`config.mk`:
```
export PLATFORM = sky130hd
export DESIGN_NAME = snake_body_ctrl
export DESIGN_NICKNAME = d
export VERILOG_FILES = /design/src/rtl/snake_pkg.sv /design/src/rtl/snake_body_ram.sv /design/src/rtl/snake_body_ctrl.sv
export SDC_FILE = /design/constraint.sdc
export NUM_CORES = 1
export LEC_CHECK = 0
export CAP_MARGIN = 25
export CORE_MARGIN = 4
export CORE_UTILIZATION = 30
export DETAILED_ROUTE_END_ITERATION = 10
export PLACE_DENSITY = 0.53
export SYNTH_ARGS = -nofsm -noshare
export SYNTH_HDL_FRONTEND = slang
export SYNTH_SLANG_ARGS = --single-unit
```
`constraint.sdc`:
```
create_clock -name clk -period 15.95 [get_ports clk]
set_input_delay 3.19 -clock clk [delete_from_list [all_inputs] [get_ports clk]]
set_output_delay 3.19 -clock clk [all_outputs]
set_load 0.02 [all_outputs]
```
`src/rtl/snake_pkg.sv`:
```
// snake_pkg: shared direction/state encodings and the grid step helper for the snake body sequencer.
package snake_pkg;
  localparam int GRID_BITS = 4;
  localparam logic [2*GRID_BITS-1:0] HEAD_RST = 8'h88;
  typedef enum logic [1:0] {DIR_UP, DIR_RIGHT, DIR_DOWN, DIR_LEFT} dir_e;
  typedef enum logic [2:0] {ST_INIT, ST_IDLE, ST_TAIL, ST_MOVE, ST_SCAN, ST_DEAD} state_e;
  function automatic logic [2*GRID_BITS-1:0] step_xy(input logic [2*GRID_BITS-1:0] xy, input dir_e d);
    logic [GRID_BITS-1:0] x;
    logic [GRID_BITS-1:0] y;
    x = xy[2*GRID_BITS-1:GRID_BITS];
    y = xy[GRID_BITS-1:0];
    x = d == DIR_RIGHT ? x + 1'b1 : d == DIR_LEFT ? x - 1'b1 : x;
    y = d == DIR_DOWN ? y + 1'b1 : d == DIR_UP ? y - 1'b1 : y;
    return {x, y};
  endfunction
endpackage

```
`src/rtl/snake_body_ram.sv`:
```
// snake_body_ram: circular body store, synchronous write and registered (1-cycle) read, contents not reset.
module snake_body_ram
  import snake_pkg::*;
#(
  parameter int AW = 7
) (
  input  logic                     clk,
  input  logic                     wr_en,
  input  logic [AW-1:0]            wr_addr,
  input  logic [2*GRID_BITS-1:0]   wr_data,
  input  logic [AW-1:0]            rd_addr,
  output logic [2*GRID_BITS-1:0]   rd_data
);
  logic [2*GRID_BITS-1:0] mem [2**AW];
  always_ff @(posedge clk) begin
    if (wr_en) mem[wr_addr] <= wr_data;
    rd_data <= mem[rd_addr];
  end
endmodule

```
`src/rtl/snake_body_ctrl.sv`:
```
// snake_body_ctrl: advances the snake head each tick, retires or keeps the tail, and scans the body for self-collision.
module snake_body_ctrl
  import snake_pkg::*;
#(
  parameter int MEM_WIDTH = 7,
  parameter int INIT_LEN  = 3
) (
  input  logic               clk,
  input  logic               aclr,
  input  logic               tick,
  input  logic [1:0]         dir,
  input  logic               grow,
  output logic [7:0]         head_xy,
  output logic [7:0]         tail_xy,
  output logic               tail_vld,
  output logic               step_done,
  output logic               dead,
  output logic               busy,
  output logic [MEM_WIDTH:0] length
);
  localparam logic [MEM_WIDTH:0] FULL = 1'b1 << MEM_WIDTH;
  localparam logic [MEM_WIDTH:0] LEN0 = (MEM_WIDTH+1)'(INIT_LEN);
  state_e state, nxt;
  dir_e cur_dir, dir_q;
  logic tick_q, grow_pend, wr_en, hit, scan_last, init_last, can_grow;
  logic [MEM_WIDTH-1:0] rdptr, wrptr, rd_addr;
  logic [MEM_WIDTH:0] sc;
  logic [7:0] rd_data, new_head, init_xy, wr_data;

  assign new_head  = step_xy(head_xy, cur_dir);
  assign init_xy   = {4'(9 - INIT_LEN + int'(wrptr)), 4'd8};
  assign wr_en     = state == ST_INIT || state == ST_MOVE;
  assign wr_data   = state == ST_INIT ? init_xy : new_head;
  assign rd_addr   = rdptr + sc[MEM_WIDTH-1:0];
  assign init_last = wrptr == MEM_WIDTH'(INIT_LEN - 1);
  assign can_grow  = grow_pend && length < FULL;
  // sc==0 holds a stale read from MOVE; entry k-1 is compared while sc==k
  assign hit       = sc != '0 && rd_data == head_xy;
  assign scan_last = sc == length - 1'b1;
  assign busy      = state != ST_IDLE && state != ST_DEAD;

  snake_body_ram #(.AW(MEM_WIDTH)) u_ram (
    .clk     (clk),
    .wr_en   (wr_en),
    .wr_addr (wrptr),
    .wr_data (wr_data),
    .rd_addr (rd_addr),
    .rd_data (rd_data)
  );

  always_ff @(posedge clk) state <= aclr ? ST_INIT : nxt;

  always_comb begin
    nxt = state;
    case (state)
      ST_INIT: nxt = init_last ? ST_IDLE : ST_INIT;
      ST_IDLE: nxt = tick_q ? ST_TAIL : ST_IDLE;
      ST_TAIL: nxt = ST_MOVE;
      ST_MOVE: nxt = ST_SCAN;
      ST_SCAN: nxt = hit ? ST_DEAD : scan_last ? ST_IDLE : ST_SCAN;
      default: nxt = state;
    endcase
  end

  always_ff @(posedge clk) begin
    if (aclr) begin
      head_xy   <= HEAD_RST;
      tail_xy   <= '0;
      tail_vld  <= 1'b0;
      step_done <= 1'b0;
      dead      <= 1'b0;
      length    <= LEN0;
      cur_dir   <= DIR_RIGHT;
      dir_q     <= DIR_RIGHT;
      tick_q    <= 1'b0;
      grow_pend <= 1'b0;
      rdptr     <= '0;
      wrptr     <= '0;
      sc        <= '0;
    end else begin
      tail_vld  <= 1'b0;
      step_done <= 1'b0;
      // only an idle tick is latched; one already pending blocks a second
      tick_q    <= tick && state == ST_IDLE && !tick_q;
      if (tick) dir_q <= dir_e'(dir);
      grow_pend <= (grow && state != ST_DEAD) || (grow_pend && state != ST_MOVE);
      case (state)
        ST_INIT: wrptr <= wrptr + 1'b1;
        ST_IDLE: if (tick_q && dir_q != (cur_dir ^ 2'd2)) cur_dir <= dir_q;
        ST_MOVE: begin
          head_xy <= new_head;
          wrptr   <= wrptr + 1'b1;
          if (can_grow) length <= length + 1'b1;
          else begin
            tail_xy  <= rd_data;
            tail_vld <= 1'b1;
            rdptr    <= rdptr + 1'b1;
          end
        end
        ST_SCAN: begin
          sc        <= (hit || scan_last) ? '0 : sc + 1'b1;
          dead      <= hit;
          step_done <= hit || scan_last;
        end
        default: ;
      endcase
    end
  end
endmodule
```
=== After elaboration in Yosys (flattened, before gate mapping) ===
Memories as Yosys holds them, arrays and structs flattened. A register that Yosys moved wholly into a read port is not among the register bits.
Cells that the tools add are included.

* Memories: 1
* Bits in registers: 58
* Memory bits (writable): 1,024

{| class="wikitable"
|+ Memory list
! name !! words !! width !! rd ports !! clocked after Yosys merged registers in !! wr ports !! line !! text
|-
| u_ram.mem || 128 || 8 || 1 || 1 || 1 || snake_body_ram.sv:14 || <nowiki>logic [2*GRID_BITS-1:0] mem [2**AW];</nowiki>
|}

* Add/sub/neg operators: 11
* Bitwise operators: 4
* Mux-type cells: 14
* Order comparisons: 1
* Eq/ne operators: 14
* Reduce and logical (&&, ||, !) cells: 22

{| class="wikitable"
|+ Operators with widths
! kind !! count
|-
| $add A8 B1 Y8 const B || 2
|-
| $eq A8 B8 Y1 || 2
|-
| $mux W4 || 4
|-
| $mux W8 || 2
|-
| $pmux W3 S5 || 1
|-
| $add A7 B1 Y7 const B || 2
|-
| $add A4 B1 Y4 const B || 2
|-
| $logic_and A1 B1 Y1 || 8
|-
| $lt A8 B8 Y1 const B || 1
|-
| $reduce_bool A8 Y1 || 1
|-
| $sub A4 B1 Y4 const B || 2
|-
| $sub A8 B1 Y8 const B || 1
|-
| $add A7 B7 Y7 || 1
|-
| $eq A7 B2 Y1 const B || 1
|-
| $eq A3 B2 Y1 const B || 2
|-
| $mux W3 || 2
|-
| $reduce_and A2 Y1 || 3
|-
| $reduce_or A2 Y1 || 3
|-
| $reduce_bool A5 Y1 || 1
|-
| $add A3 B4 Y4 const A || 1
|-
| $eq A2 B2 Y1 const B || 2
|-
| $mux W1 || 4
|-
| $not A1 Y1 || 4
|-
| $eq A3 B1 Y1 const B || 1
|-
| other kinds (11) || 13
|}

=== Depth between registers and ports, before layout ===
Gate-level depths: netlist of run 1.

* Depth in word-level cells: 5
* Mapped depth: 11
* Mapped depth without buffers: 9

=== Hierarchy ===
A second synthesis of run 1 with hierarchy kept.

* Cell total of the unflattened synthesis: 2,040
* Area total of the unflattened synthesis: 43,041.3 um^2

{| class="wikitable"
|+ Modules (own cells, without submodules)
! module !! times used !! cells an instance !! area an instance (um^2) !! sequential area each (um^2)
|-
| snake_body_ram || 1 || 1,635 || 39,665.5 || 30,909.6
|-
| snake_body_ctrl || 1 || 405 || 3,375.7 || 1,161.1
|}

=== Worst setup path after synthesis of run 1 ===
No wires, ideal clock.

* Kind: register -> register
* From: register head_xy[4]
* To: memory u_ram.mem[0][7] (netlist name) (data pin)
* Stages on the path, launching flop included: 6
* Data arrival time: 6,104 ps
* Period minus slack after synthesis: 7,301 ps
* Setup slack: 8,649 ps
* Setup time: 1,197 ps
* Data required time: 14,753 ps
* Buffers on the path: 0
* Cells stage by stage: dfxtp_1 -> inv_1 -> nor3_1 -> o21ai_0 -> xor2_1 -> o21ai_0

* Cells in the longest elaborated chain, start to end: 4
* Elaborated cells on any way between the ends: 5
* Those cells by class: 2 x add/sub; 3 x mux

{| class="wikitable"
|+ RTL lines
! item !! line !! text
|-
| start: declaration || snake_body_ctrl.sv:13 || <nowiki>output logic [7:0] head_xy,</nowiki>
|-
| start signal: assignment || snake_body_ctrl.sv:91 || <nowiki>head_xy <= new_head;</nowiki>
|-
| $sub A4 B1 Y4 || snake_pkg.sv:12 || <nowiki>x = d == DIR_RIGHT ? x + 1'b1 : d == DIR_LEFT ? x - 1'b1 : x;</nowiki>
|-
| $mux W4 || snake_pkg.sv:12 ||
|-
| $mux W4 * || snake_pkg.sv:12 ||
|-
| $mux W8 * || snake_body_ctrl.sv:33 || <nowiki>assign wr_data = state == ST_INIT ? init_xy : new_head;</nowiki>
|-
| named net u_ram.wr_data[7] || snake_body_ram.sv:10 || <nowiki>input logic [2*GRID_BITS-1:0] wr_data,</nowiki>
|-
| end: declaration || snake_body_ram.sv:14 ||
|}

Mark *: on every way through the listed nets, which the timed path passes. The rest lies on a longest branch.

=== Final worst setup path of run 1 ===
* From: register state[1]
* To: output busy

* Cells in the longest elaborated chain, start to end: 2
* Elaborated cells on any way between the ends: 3
* Those cells by class: 2 x eq/ne; 1 x reduce/logical

{| class="wikitable"
|+ RTL lines
! item !! line !! text
|-
| start: declaration || snake_body_ctrl.sv:23 || <nowiki>state_e state, nxt;</nowiki>
|-
| start signal: assignment || snake_body_ctrl.sv:51 || <nowiki>always_ff @(posedge clk) state <= aclr ? ST_INIT : nxt;</nowiki>
|-
| $ne A3 B1 Y1 / $ne A3 B3 Y1 (equally long branches) || snake_body_ctrl.sv:40 || <nowiki>assign busy = state != ST_IDLE && state != ST_DEAD;</nowiki>
|-
| $logic_and A1 B1 Y1 * || snake_body_ctrl.sv:40 ||
|-
| end: declaration || snake_body_ctrl.sv:18 || <nowiki>output logic busy,</nowiki>
|}

Mark *: on every way between the ends. The rest lies on a longest branch, timed or not.

==> summary.md, run 1 <==
| Metric | Value |
|---|---|
| Status | completed |
| CP delay by family, top | buffers and inverters |
| Commonest non-fill, non-tap cells in the layout | edfxtp_1 (1024), mux4_2 (256), nand2_1 (179), nor2_1 (179), clkbuf_16 (112) |
| Initial antenna violation count | 3 |
| Peak VDD IR | 0.0881 mV |
| Worst path bufs/invs | 2 |
| CTS Buffer Depth | 3 |
| CP Max Fanout | 9 |
| HP Class | flop to flop |
| CP startpoint kind | flop |
| Syn Nets | 2344 |
| Max transition margin | 0.270 |
| WP data arrival | 2210 ps |
| Metal3 WL | 5570 um |
| Post-route minimum period | around 5400 ps |
| Fill count | between 10k and 15k |
| Data required, critical path | roughly 13000 ps |
| Netlist Area Pre-Place | 43200 um^2 |
| Asr flop ratio synth | 0 |
| Number of flops mapped to enable cells by yosys | 1024 |
| Routability cong. | 0.782 |
| Core area | between 100000 and 150000 um^2 |
| Worst hold path cell count | 1 |
| PwrDens | 137 nW/um^2 |
| Total gr overflow | 0 |
| Crit end category | output pin |
| Final setup violation count | 0 |
| Hold Buf Count CTS | 0 |
| Fin cells | between 4k and 5k |
| Synth Instances | 2316 |
| Setup slack after layout | 10550 ps |
| Syn. warnings | 0 |
| Highest cell delay on the worst timing path | 620 ps |
| Clk_lat worst skew | 720 ps |
| CTS tree | built |
| Clock transition at the registers of the reported paths | 60 ps |
| Worst setup path start | state[1] |
| Share of cells above drive strength 1 | 0.200 |
| Slew @ Worst Pin | 1090 ps |
| Die area | 150000 um^2 |
| Placement Setup Slack | 10680 ps |
| Post-CTS sizing | 0 |
| F_max | approximately 190 MHz |
| Worst hold start | tick_q |
| Slowest cell on the critical path | clkdlybuf4s50_1 |
| Tcrit/Tclk final | 0.339 |
| Ant. Diodes | 0 |
| Syn_area_per_cell | about 19 um^2 |
| Antenna Violating Nets Remaining | 0 |
| H-tree levels | 3 |
| RSZ-0062 raised after global routing | no |
| Largest net degree at the start of global routing | a little over 100 |
| Max Cap Violations | 0 |
| Final #Nets | 2400 |
| PnR Total Power | 0.00678 W |
| Unique cell type count in the Yosys netlist | 57 |
| Seq/Total Area, Yosys | 0.742 |
| Area grow syn2layout | 14.8% |
| Routed wl met2 | 53100 um |
| Leak | about 15 nW |
| Inst Count DP | 4144 |
| Final hold vios | 0 |
| DR pass1 iterations | 5 |
| WP depth | 3 |
| Clock Skews | roughly 37 ps |
| # IOs | 34 |
| CTS Root Cell | clkbuf_16 |
| Routed wire length per instance | 24.7 um |
| Met1 WL | 46900 um |
| Slew Limit Fails | 0 |
| WL final | between 100000 and 150000 um |
| Die height | 387 um |
| Post-DP HPWL | approximately 65000 um |
| Main flop type after synthesis | edfxtp_1 |
| Fin Setup TNS | 0 ps |
| Initial core utilization | 0.304 |
| Total Routing Usage GR | 0.140 |
| DRC viols | 0 |
| Crit path cell chain | inv_1, nand2_1, clkdlybuf4s50_1 |
| I/O Buffers | 33 |
| Worst reg-to-reg path cell count | 9 |
| FP Rows | between 100 and 150 |
| WS Path Type | flop to output pin |
| Worst R2R Start | sc[0] |
| First-pass GRT wire length | 158000 um |
| CTS sink cnt | between 1k and 1.5k |
| Vias/cell | 5.05 |
| Most common cell after layout, fill and taps aside | edfxtp_1 |
| Post-CTS Setup Bufs | 0 |
| Yosys reg bits | about 1.1k |
| TritonCTS buffer count | 110 |
| Vias | 22.0k |
| Vias in the first global route | 22.7k |
| Iteration-0 DRC Markers | 2217 |
| Uppermost layer routed | met4 |
| Die Span X | 387 um |
-- final cells by class --
cell class                 count  area, um^2  area share
sequential                  1090       32100       0.647
inverter                      13        48.8    0.000984
timing repair buffer          78         758      0.0153
multi-input combinational   1079       10700       0.215
clock buffer                 130        2870      0.0579
clock inverter                74         821      0.0165
tap                         1890        2360      0.0477
-- flip-flops by register name, summed over array words and instances, names as in the netlist --
name / flops
u_ram.mem: 1024
head_xy: 8
length: 8
sc: 8
tail_xy: 8
u_ram.rd_data: 8
rdptr: 7
wrptr: 7
state: 3
cur_dir: 2
dir_q: 2
dead: 1
grow_pend: 1
step_done: 1
tail_vld: 1
tick_q: 1
-- path summary, 6_finish.rpt --
check                     end  slack, ps
max                      busy      10550
min                    tick_q        450
max reg2reg  u_ram.rd_data[6]      11020
min reg2reg            tick_q        450
-- worst reg2reg max path, cell delays in order (launching register included) --
cell and delay [ps]:
dfxtp_1 400, ha_4 590, buf_16 280, buf_12 620, buf_4 920, mux4_2 620, a22o_1 280, o22ai_1 290
o32ai_1 250, or4_1 570
-- layer usage --
layer,GRT usage,vias to the layer above
met4,0.0291,0
met2,0.233,635
met5,0,-
li1,-,9423
met3,0.0234,135
met1,0.194,11800
-- Yosys cell counts (10+ instances only) --
cell type,count,share of area
and2_1,17,0.0025
xor2_1,35,0.0071
nand2_1,179,0.016
and3_1,20,0.0029
buf_2,23,0.0027
edfxtp_1,1024,0.71
mux4_2,256,0.13
a211o_1,13,0.0026
a311oi_1,17,0.0034
or3_1,12,0.0017
ha_1,21,0.0061
buf_1,12,0.0010
a22oi_1,16,0.0028
xnor2_1,27,0.0055
nor2_1,183,0.016
nand3_1,57,0.0066
nor3_1,14,0.0016
clkbuf_1,86,0.0075
a21oi_1,30,0.0035
a22o_1,32,0.0065
nand4_1,10,0.0014
dfxtp_1,66,0.031
o22ai_1,17,0.0025
a211oi_1,21,0.0036
inv_1,12,0.0010
o21ai_0,29,0.0034
-- kinds of logic (layout without fill, tap and decap cells) --
family	Yosys count	after routing	share of synthesized area
simple gates	534	534	0.0551
mux	261	261	0.135
fa+ha+maj	22	22	0.00655
buf+inv	147	295	0.0151
compound gates	198	198	0.0328
xor+xnor	64	64	0.0136
flops	1090	1090	0.742
-- report_power, final --
part / leakage [nW] / switching [W] / internal (W)
registers: 9.83 / 0.0000385 / 0.00349
clock network: 1.80 / 0.00110 / 0.00154
logic: 3.56 / 0.000516 / 0.000104
total: 15.2 / 0.00165 / 0.00513
-- stage by stage --
stage                     utilization  area [um^2]  hold slack (ps)
final                           0.349        49600              448
after global routing            0.349        49600              492
after CTS                       0.348        49500              444
after detailed placement        0.322        45800              432
after global placement          0.322        45800              436
after floorplan                     -        43200              411
No activity file was read; power rests on OpenSTA's default activity.
==> run 2, diff against run 1 <==
--- a/config.mk
+++ b/config.mk
@@ -9,7 +9,7 @@
 export CORE_MARGIN = 4
 export CORE_UTILIZATION = 30
 export DETAILED_ROUTE_END_ITERATION = 10
-export PLACE_DENSITY = 0.53
+export PLACE_DENSITY = 0.54
 export SYNTH_ARGS = -nofsm -noshare
 export SYNTH_HDL_FRONTEND = slang
 export SYNTH_SLANG_ARGS = --single-unit
==> constraint.sdc (replaced) <==
create_clock -name clk -period 4.6 [get_ports clk]
set_input_delay 0.92 -clock clk [delete_from_list [all_inputs] [get_ports clk]]
set_output_delay 0.92 -clock clk [all_outputs]
set_load 0.02 [all_outputs]
==> summary.md, run 2 (synthesis results as in run 1) <==
| Metric | Value |
|---|---|
| Fin cells | 4383 |
| Fill count | 13.3k |
| Total Routing Usage GR | 0.138 |
| Metal3 WL | 6960 um |
| Slew @ Worst Pin | approximately 1000 ps |
| # IOs | 34 |
| Worst hold path cell count | 2 |
| CTS Root Cell | clkbuf_16 |
| Final Instance Area | ~50000 um^2 |
| Endpoint, Worst Hold | tail_xy[6] |
| Clock Skews | 32.4 ps |
| Tcrit/Tclk final | 0.951 |
| DR pass1 iterations | 6 |
| Max Cap Violations | 0 |
| Most common cell after layout, fill and taps aside | edfxtp_1 |
| Initial antenna violation count | 2 |
| Max transition margin | 0.304 |
| R2R Path End | u_ram.rd_data[5] |
| Final Core Density | 0.349 |
| Post-route minimum period | 4370 ps |
| Reg with most FFs | u_ram.mem |
| Status | completed |
| F_max | between 200 and 250 MHz |
| Post-place instance area | between 40000 and 50000 um^2 |
| Leak | 15.2 nW |
| Crit path cell chain | ha_4, fa_4, buf_4, buf_4, mux4_2, a22o_1, nor3_1, buf_4, o32ai_1, or4_1 |
| TritonCTS buffer count | 112 |
| Post-CTS Setup Bufs | 0 |
| Vias in the first global route | 22.6k |
| Die height | 387 um |
| Iteration-0 DRC Markers | about 2.1k |
| Routed wire length per instance | 24.1 um |
| Max FFs per register | 1024 |
| Area grow syn2layout | 14.9% |
| PwrDens | 461 nW/um^2 |
| Clk_lat worst skew | ~700 ps |
| Data required, critical path | approximately 5200 ps |
| RSZ-0062 raised after global routing | no |
| R2R Setup Slk | 230 ps |
| WS Path Type | flop to flop |
| WL final | 106000 um |
| Routability cong. | 0.809 |
| Ant. Diodes | 0 |
| CP Max Fanout | 15 |
| Final setup violation count | 0 |
| Inst Count DP | between 4k and 5k |
| Hold Buf Count CTS | 0 |
| Slew Limit Fails | 0 |
| Antenna Violating Nets Remaining | 0 |
| Core area | 142000 um^2 |
| Commonest non-fill, non-tap cells in the layout | edfxtp_1 (1024), mux4_2 (256), nor2_1 (180), nand2_1 (179), clkbuf_16 (113) |
| Peak VDD IR | 0.425 mV |
| Vias | 22.1k |
| Met1 WL | 45200 um |
| Die area | 150000 um^2 |
| CTS sink cnt | 1090 |
| Worst R2R Start | sc[0] |
| Final #Nets | 2428 |
| Setup slack after layout | ~230 ps |
| WP data arrival | ~5000 ps |
| CTS Buffer Depth | 3 |
| HP Class | flop to flop |
| Die Span X | 387 um |
| CTS tree | built |
| Highest cell delay on the worst timing path | 960 ps |
| Final hold vios | 0 |
| CP startpoint kind | flop |
| Fin Setup TNS | 0 ps |
| Clock transition at the registers of the reported paths | ~60 ps |
| Initial core utilization | 0.304 |
| I/O Buffers | 33 |
| Uppermost layer routed | met5 |
| DRC viols | 0 |
| Worst hold start | tail_xy[6] |
| Slowest cell on the critical path | fa_4 |
| Post-DP HPWL | 65300 um |
| H-tree levels | 3 |
| Share of cells above drive strength 1 | 0.202 |
| Placement Setup Slack | around 270 ps |
| Vias/cell | between 5 and 6 |
| Total gr overflow | 0 |
| Routed wl met2 | ~51000 um |
| First-pass GRT wire length | 156000 um |
| Post-CTS sizing | 0 |
| FP Rows | 138 |
| Worst reg-to-reg path cell count | 10 |
| Most common cell on crit path | buf_4 |
| Crit end category | flop |
| Largest net degree at the start of global routing | roughly 130 |
-- run 2: worst max path at each step --
| stage | from | to | slack (ps) | cells past startpoint |
|---|---|---|---|---|
| floorplan | head_xy[4] | u_ram.mem[0][7] | -500 | 5 |
| global placement | sc[0] | u_ram.rd_data[5] | 280 | 10 |
| detailed placement | sc[0] | u_ram.rd_data[5] | 270 | 10 |
| CTS | sc[0] | u_ram.rd_data[5] | 260 | 10 |
| global route | sc[0] | u_ram.rd_data[3] | 70 | 10 |
| finish | sc[0] | u_ram.rd_data[5] | 230 | 10 |
-- run 2: cell type report --
class,instances,area (um^2),share of cell area
multi-input combinational,1079,10600,0.214
inverter,13,48.8,0.000983
tap,1890,2360,0.0476
sequential,1090,32100,0.646
clock inverter,48,309,0.00622
clock buffer,159,3080,0.0620
timing repair buffer,104,1130,0.0228
-- run 2: layer usage --
layer / global-route usage / vias to the layer above
li1: - / 9486
met1: 0.190 / 11700
met5: 0.00574 / -
met3: 0.0312 / 150
met4: 0.0343 / 2
met2: 0.223 / 737
-- run 2: worst max-delay path: cells and delay by family, from the launching register on --
family,cells,cell delay (ps)
buffers and inverters,3,820
muxes,1,320
adders and majority gates,2,1170
and+or+nand+nor,2,1130
DFF,1,400
AOI/OAI and AO/OA,2,410
-- run 2: power by group --
part           switching [W]  internal (W)
clock                0.00372       0.00471
combinational        0.00188      0.000382
sequential          0.000108        0.0121
total                0.00570        0.0172
-- run 2: through the flow --
step                hold WS, ps  power, W
floorplan                   411    0.0135
global placement            444    0.0146
detailed placement          448    0.0147
CTS                         466    0.0231
global route                481    0.0237
finish                      463    0.0229
==> run 3, diff against run 2 <==
--- a/config.mk
+++ b/config.mk
@@ -10,6 +10,7 @@
 export CORE_UTILIZATION = 30
 export DETAILED_ROUTE_END_ITERATION = 10
 export PLACE_DENSITY = 0.54
+export REMOVE_ABC_BUFFERS = 1
 export SYNTH_ARGS = -nofsm -noshare
 export SYNTH_HDL_FRONTEND = slang
 export SYNTH_SLANG_ARGS = --single-unit
==> summary.md, run 3 (synthesis results as in run 1) <==
| Metric | Value |
|---|---|
| Post-CTS Setup Bufs | 0 |
| CP startpoint kind | flop |
| Final hold vios | 0 |
| Vias/cell | 5.03 |
| Max Cap Violations | 0 |
| DRC viols | 0 |
| CTS sink cnt | roughly 1.1k |
| Crit path cell chain | ha_4, fa_4, buf_12, buf_12, mux4_2, and2_1, a211oi_1, a311oi_1, or4_1 |
| Area grow syn2layout | 16.0% |
| PwrDens | about 480 nW/um^2 |
| CTS Buffer Depth | 3 |
| # IOs | 34 |
| Largest net degree at the start of global routing | 129 |
| Leak | between 15 and 20 nW |
| Status | completed |
| DR pass1 iterations | 5 |
| RSZ-0062 raised after global routing | no |
| Slew Limit Fails | 0 |
| Final Core Density | 0.352 |
| Vias in the first global route | ~23k |
| Final #Nets | 2434 |
| WL final | 109000 um |
| WS Path Type | flop to flop |
| Tcrit/Tclk final | 0.928 |
| CTS Root Cell | clkbuf_16 |
| Routed wire length per instance | 24.7 um |
| Clock Skews | 28.0 ps |
| Max FFs per register | 1024 |
| Post-DP HPWL | 66100 um |
| Total Routing Usage GR | 0.142 |
| Register Area | 32100 um^2 |
| Initial core utilization | 0.304 |
| Post-CTS sizing | 0 |
| Clock transition at the registers of the reported paths | 60 ps |
| Highest cell delay on the worst timing path | 990 ps |
| Max transition margin | 0.338 |
| Crit end category | flop |
| HP Class | flop to flop |
| Antenna Violating Nets Remaining | 0 |
| TritonCTS buffer count | ~110 |
| F_max | 234 MHz |
| Most common cell on crit path | buf_12 |
| Slowest cell on the critical path | fa_4 |
| H-tree levels | 3 |
| Reg with most FFs | u_ram.mem |
| Die area | about 150000 um^2 |
| I/O Buffers | 33 |
| Total gr overflow | 0 |
| CTS tree | built |
| Die height | 387 um |
| Share of cells above drive strength 1 | 0.211 |
| Hold Buf Count CTS | 0 |
| Iteration-0 DRC Markers | 2124 |
| CP Max Fanout | 75 |
| Slew @ Worst Pin | 993 ps |
| Die Span X | 387 um |
| Most common cell after layout, fill and taps aside | edfxtp_1 |
| Clk_lat worst skew | 700 ps |
| Post-route minimum period | 4270 ps |
| Data required, critical path | 5170 ps |
| Final setup violation count | 0 |
| Initial antenna violation count | 5 |
| Fill count | 13.3k |
| WP data arrival | 4840 ps |
| Multi-input logic area | 10600 um^2 |
| Peak VDD IR | 0.457 mV |
| Vias | 22.1k |
| Placement Setup Slack | 316 ps |
| Routability cong. | 0.782 |
| Setup slack after layout | 332 ps |
| First-pass GRT wire length | 159000 um |
| Core area | 142000 um^2 |
| Commonest non-fill, non-tap cells in the layout | edfxtp_1 (1024), mux4_2 (256), nand2_1 (179), nor2_1 (179), clkbuf_16 (112) |
| FP Rows | roughly 140 |
[run 3: cell types whose count changed in the layout (fill, tap and decap cells not counted), sizes merged]
cell,previous run,this run
bufinv,1,16
inv,15,16
clkinv,42,43
diode,0,2
buf,71,79
clkbuf,160,140
clkinvlp,3,7
[run 3: cell type report]
type,instances,area share
flip-flops and latches,1090,0.640
multi-input cells,1079,0.212
clock buffers,140,0.0582
well taps,1890,0.0472
repair buffers,111,0.0239
clock inverters,69,0.0173
inverters,13,0.000974
diodes,2,0.0000999
[run 3: path summary, 6_finish.rpt]
check,startpoint,endpoint,slack (ps),cells after the start
hold / removal,tick_q,tick_q,440,1
setup reg to reg,sc[0],u_ram.rd_data[7],330,9
setup / recovery,sc[0],u_ram.rd_data[7],330,9
hold reg to reg,tick_q,tick_q,440,1
[run 3: through the flow]
step                      TNS (ps)  std cells  total power (W)  instance area (um^2)  hold WS [ps]
after floorplan            -907310       2182           0.0135                 42600           411
after global placement           0       4179           0.0147                 46200           432
after detailed placement         0       4181           0.0148                 46300           441
after CTS                        0       4390           0.0241                 50100           450
after global routing             0       4393           0.0246                 50100           474
final                            0       4394           0.0238                 50100           444
[run 3: metal layers]
layer | wire length [um] | vias to the layer above | global-route usage | part of all wire
li1 | - | 9506 | - | -
met1 | 44900 | 11700 | 0.190 | 0.41
met2 | 53200 | 752 | 0.234 | 0.49
met3 | 7730 | 142 | 0.0304 | 0.071
met4 | 2910 | 2 | 0.0440 | 0.027
met5 | 8 | - | 0 | 0.000074
[run 3: power breakdown]
part	switching, W	internal, W
clock	0.00384	0.00543
combinational	0.00190	0.000430
sequential	0.000146	0.0121
[run 3: critical path: cells and delay by family (launching register included)]
family | cells | cell delay (ps)
flops | 1 | 410
fa+ha+maj | 2 | 1210
compound gates | 2 | 590
simple gates | 2 | 730
mux | 1 | 370
buf+inv | 2 | 680
